==> config.mk <==
export PLATFORM = sky130hd
export DESIGN_NAME = tdc_readout
export DESIGN_NICKNAME = d
export VERILOG_FILES = /design/src/rtl/tdc_readout.sv
export SDC_FILE = /design/constraint.sdc
export NUM_CORES = 1
export LEC_CHECK = 0
export ABC_AREA = 1
export CORE_MARGIN = 10
export CORE_UTILIZATION = 52
export DETAILED_ROUTE_END_ITERATION = 6
export GPL_ROUTABILITY_DRIVEN = 0
export PLACE_DENSITY = 0.8
export SETUP_SLACK_MARGIN = 0.1
export SLEW_MARGIN = 10
export SYNTH_ARGS = -nofsm -noshare
export SYNTH_HDL_FRONTEND = slang
export SYNTH_SLANG_ARGS = --single-unit
==> constraint.sdc <==
create_clock -name clock -period 7.4 [get_ports clock]
set_input_delay 0.74 -clock clock [delete_from_list [all_inputs] [get_ports clock]]
set_output_delay 0.74 -clock clock [all_outputs]
set_load 0.01 [all_outputs]
==> src/rtl/tdc_readout.sv <==
// Sequential readout of a TDC carry-chain sample RAM: each word is fetched,
// thermometer-decoded into a length plus a bubble flag, and offered downstream.
module tdc_readout #(
  parameter int N_BITS  = 16,
  parameter int N_WORDS = 8
) (
  input  logic                         clock,
  input  logic                         reset,
  input  logic                         start,
  output logic [$clog2(N_WORDS)-1:0]   rd_addr,
  output logic                         rd_en,
  input  logic [N_BITS-1:0]            rd_data,
  output logic                         out_valid,
  input  logic                         out_ready,
  output logic [$clog2(N_WORDS)-1:0]   out_addr,
  output logic [$clog2(N_BITS+1)-1:0]  out_count,
  output logic                         out_bubble,
  output logic                         busy,
  output logic                         done
);

  localparam int AW = $clog2(N_WORDS);
  localparam int CW = $clog2(N_BITS + 1);
  localparam logic [AW-1:0] LAST_INDEX = AW'(N_WORDS - 1);

  typedef enum logic [2:0] {
    IDLE,
    ISSUE,
    WAIT,
    HOLD,
    FINISH
  } state_t;

  state_t         state;
  state_t         state_next;
  logic [AW-1:0]  index;
  logic [CW-1:0]  dec_count;
  logic           dec_bubble;
  logic           seen_zero;

  // Thermometer decode: run length of 1s from bit 0, and any 1 past the first 0.
  // NOTE: combinational blocks use blocking '=' so each loop iteration sees the
  // previous one's result; every output gets a default first so no latch forms.
  always_comb begin
    dec_count  = '0;
    dec_bubble = 1'b0;
    seen_zero  = 1'b0;
    for (int i = 0; i < N_BITS; i++) begin
      if (rd_data[i]) begin
        if (seen_zero) dec_bubble = 1'b1;
        else           dec_count  = dec_count + CW'(1);
      end else begin
        seen_zero = 1'b1;
      end
    end
  end

  always_comb begin
    state_next = state;
    case (state)
      IDLE:    if (start) state_next = ISSUE;
      ISSUE:   state_next = WAIT;
      WAIT:    state_next = HOLD;
      HOLD:    if (out_ready) state_next = (index == LAST_INDEX) ? FINISH : ISSUE;
      FINISH:  state_next = IDLE;
      default: state_next = IDLE;
    endcase
  end

  // NOTE: sequential state uses non-blocking '<=' so all registers update from
  // the same pre-edge values; reset is synchronous and clears every register.
  always_ff @(posedge clock) begin
    if (reset) begin
      state      <= IDLE;
      index      <= '0;
      out_valid  <= 1'b0;
      out_addr   <= '0;
      out_count  <= '0;
      out_bubble <= 1'b0;
      done       <= 1'b0;
    end else begin
      state <= state_next;
      case (state)
        IDLE: begin
          if (start) begin
            index <= '0;
            done  <= 1'b0;
          end
        end
        WAIT: begin
          out_valid  <= 1'b1;
          out_addr   <= index;
          out_count  <= dec_count;
          out_bubble <= dec_bubble;
        end
        HOLD: begin
          if (out_ready) begin
            out_valid <= 1'b0;
            if (index != LAST_INDEX) index <= index + AW'(1);
          end
        end
        FINISH:  done <= 1'b1;
        default: ;
      endcase
    end
  end

  // Read port and status are pure decodes of the registered state.
  assign rd_en   = (state == ISSUE);
  assign rd_addr = index;
  assign busy    = (state == ISSUE) || (state == WAIT) || (state == HOLD);

endmodule

==> run summary <==
GR Overflow Total = 0
drt drc = 0
final wirelength = 7730 µm
endpoints failing hold = 0
# IOs = 36
vias in the first global route = 3172
PortBufs = 35
Clock Skew = 0.00364 ns
clk slew on worst S/H paths = 0.06 ns
slowest cell delay on critical path = 0.29 ns
final setup vio count = 0
final total power = 0.489 mW
Synth Warn # = 0
Pins Over Slew Limit = 0
Syn-to-layout area delta = 32.0%
Filler cells = 459
CP Capture Type = flip-flop
status = finished clean
crit-path most repeated cell = nand2_1
Avg Cell Area, Syn = 5.52 µm²
minimum hold slack = 0.471 ns
post-cts hold buffer count = 0
Data required, critical path = 7.54 ns
mapped cell area = 2820 µm²
Longest Clk Path Bufs = 2
VDD IR max = 186 µV
CP Class = in2reg
Yosys reg bits = 17
Ant. Diodes = 0
class of the worst hold path = reg2reg
Root Driver = clkbuf_8
Critical Path Source Type = primary input
Synth async-reset ratio = 0%
hpwl dp = 5990 µm
CTS Buf Count = 3
clk_lat worst skew = 0.25 ns
Die Y = 93.6 µm
Synth Flop Type = dfxtp_1
Tmin final = 6.88 ns
post-synth cell types = 40
row count = 26
period utilization = 93.0%
leak pwr = 2.05 nW
Slew @ Worst Pin = 0.432 ns
core area = 5170 µm²
Layout Utilization = 71.9%
MaxCap Viol Count = 0
Initial Utilization = 54.5%
largest net degree at the start of global routing = 14
clock sinks = 17
detailed-route wire length per cell = 11.8 µm
layout cell share with drive strength beyond 1 = 21.6%
Antenna Nets Post-Route = 0
sequential area share after synthesis = 12.1%
Pre-Repair DR Iteration Count = 4
Slew headroom = 70.8%
first-pass GRT wire length = 13000 µm
CP arrival = 7.02 ns
all-layer global routing usage = 16.7%
drt initial violations = 153
initial antenna violation count = 0
Worst Path Max Fanout = 3
PwrDens = 132 nW/µm²
chip width = 93.6 µm
Slowest cell on crit path = ha_1
Final #Nets = 619
via count = 3364
die area = 8760 µm²
CTS HTree Levels = 1
FMAX = 145 MHz
vias per inst = 5.16
CTS tree = done
EDFF count, synth = 0
Mapped Cells = 510
Post-Syn Nets = 546
## final cells by class
class,instances,area (µm²),area share [%]
Clock buffer,4,45.0,1.21
Tap cell,70,87.6,2.36
Sequential cell,17,340,9.15
Timing Repair Buffer,71,621,16.7
Multi-Input combinational cell,385,2220,59.8
Inverter,105,403,10.8
## worst paths after layout
| check | to | slack [ns] | startpoint | depth (start not counted) |
|---|---|---|---|---|
| max | out_count[2] | 0.52 | rd_data[1] | 57 |
| min | out_count[1] | 0.47 | out_count[1] | 2 |
| max reg2reg | rd_addr[0] | 5.81 | state[0] | 9 |
| min reg2reg | out_count[1] | 0.47 | out_count[1] | 2 |
## power breakdown
group | internal, mW | leakage [nW] | switching [mW]
registers | 0.117 | 0.139 | 0.0179
clock network | 0.0383 | 0.0228 | 0.0329
logic | 0.128 | 1.89 | 0.155
total | 0.283 | 2.05 | 0.206
## cell usage after synthesis, types with 4 or more instances
library cell / count / area, µm²
dfxtp_1: 17 / 340
nand3b_1: 5 / 37.5
ha_1: 16 / 200
nand2_2: 14 / 87.6
nand3_1: 61 / 305
nor2_1: 41 / 154
nor3_1: 5 / 25.0
o21ai_0: 22 / 110
a21oi_1: 12 / 60.1
nand3_2: 7 / 70.1
inv_1: 95 / 357
nand2_4: 4 / 45.0
nand2_1: 156 / 586
nor2_2: 4 / 25.0
nor2_4: 5 / 56.3
nand4_1: 5 / 31.3
inv_2: 8 / 30.0
## routing by layer
metal | wire length, µm | global-route usage (%) | vias up
li1 | - | - | 1766
met1 | 3410 | 19.4 | 1539
met2 | 3970 | 31.6 | 51
met3 | 272 | 2.88 | 8
met4 | 74 | 2.28 | 0
met5 | 0 | 0 | -
## layout by cell type (no fill, tap or decap), drive strengths merged, types with 5 or more instances in the layout
cell,count
ha,16
buf,38
a21oi,13
o21ai,26
nand4,5
nand3,69
clkbuf,5
dfxtp,17
nor2,53
nand3b,5
nor3,5
clkdlybuf4s50,31
nand2,174
inv,104
## what timing repair did
item                                   in CTS  in global routing
endpoints found under the hold margin       0                  0
resized for setup                          10                 51
buffers inserted                            4                  7
setup endpoints to repair                   4                  4
pin swaps                                   2                 34
## sequential cells by signal, indices dropped and copies added, names as in the netlist
register and flops:
out_valid 1, out_bubble 1, out_addr 3, state 3, rd_addr 3, done 1
out_count 5
## stage by stage
step | setup slack (ns) | cell area, µm² | cells | setup TNS [ns]
after floorplan | 0.484 | 2820 | 510 | 0
after global placement | -0.181 | 3430 | 637 | -0.181
after detailed placement | -0.419 | 3430 | 637 | -0.946
after CTS | 0.204 | 3520 | 645 | 0
after global routing | -0.0293 | 3720 | 652 | -0.0350
final | 0.517 | 3720 | 652 | 0
## critical path, delay by kind of cell
kind | cells | cell delay, ns
simple gates | 25 | 1.95
buf+inv | 13 | 0.97
fa+ha+maj | 8 | 2.10
compound gates | 10 | 1.19
mux | 1 | 0.06
## kinds of logic (layout without fill, tap and decap cells)
kind of cell | count (synthesis) | count (layout) | share of synthesized area, %
buf+inv | 108 | 180 | 14.7
simple gates | 312 | 312 | 53.5
mux | 1 | 1 | 0.355
compound gates | 54 | 54 | 11.6
flops | 17 | 17 | 12.1
fa+ha+maj | 16 | 16 | 7.11
xor+xnor | 2 | 2 | 0.622
(Power assumes the default switching activity.)
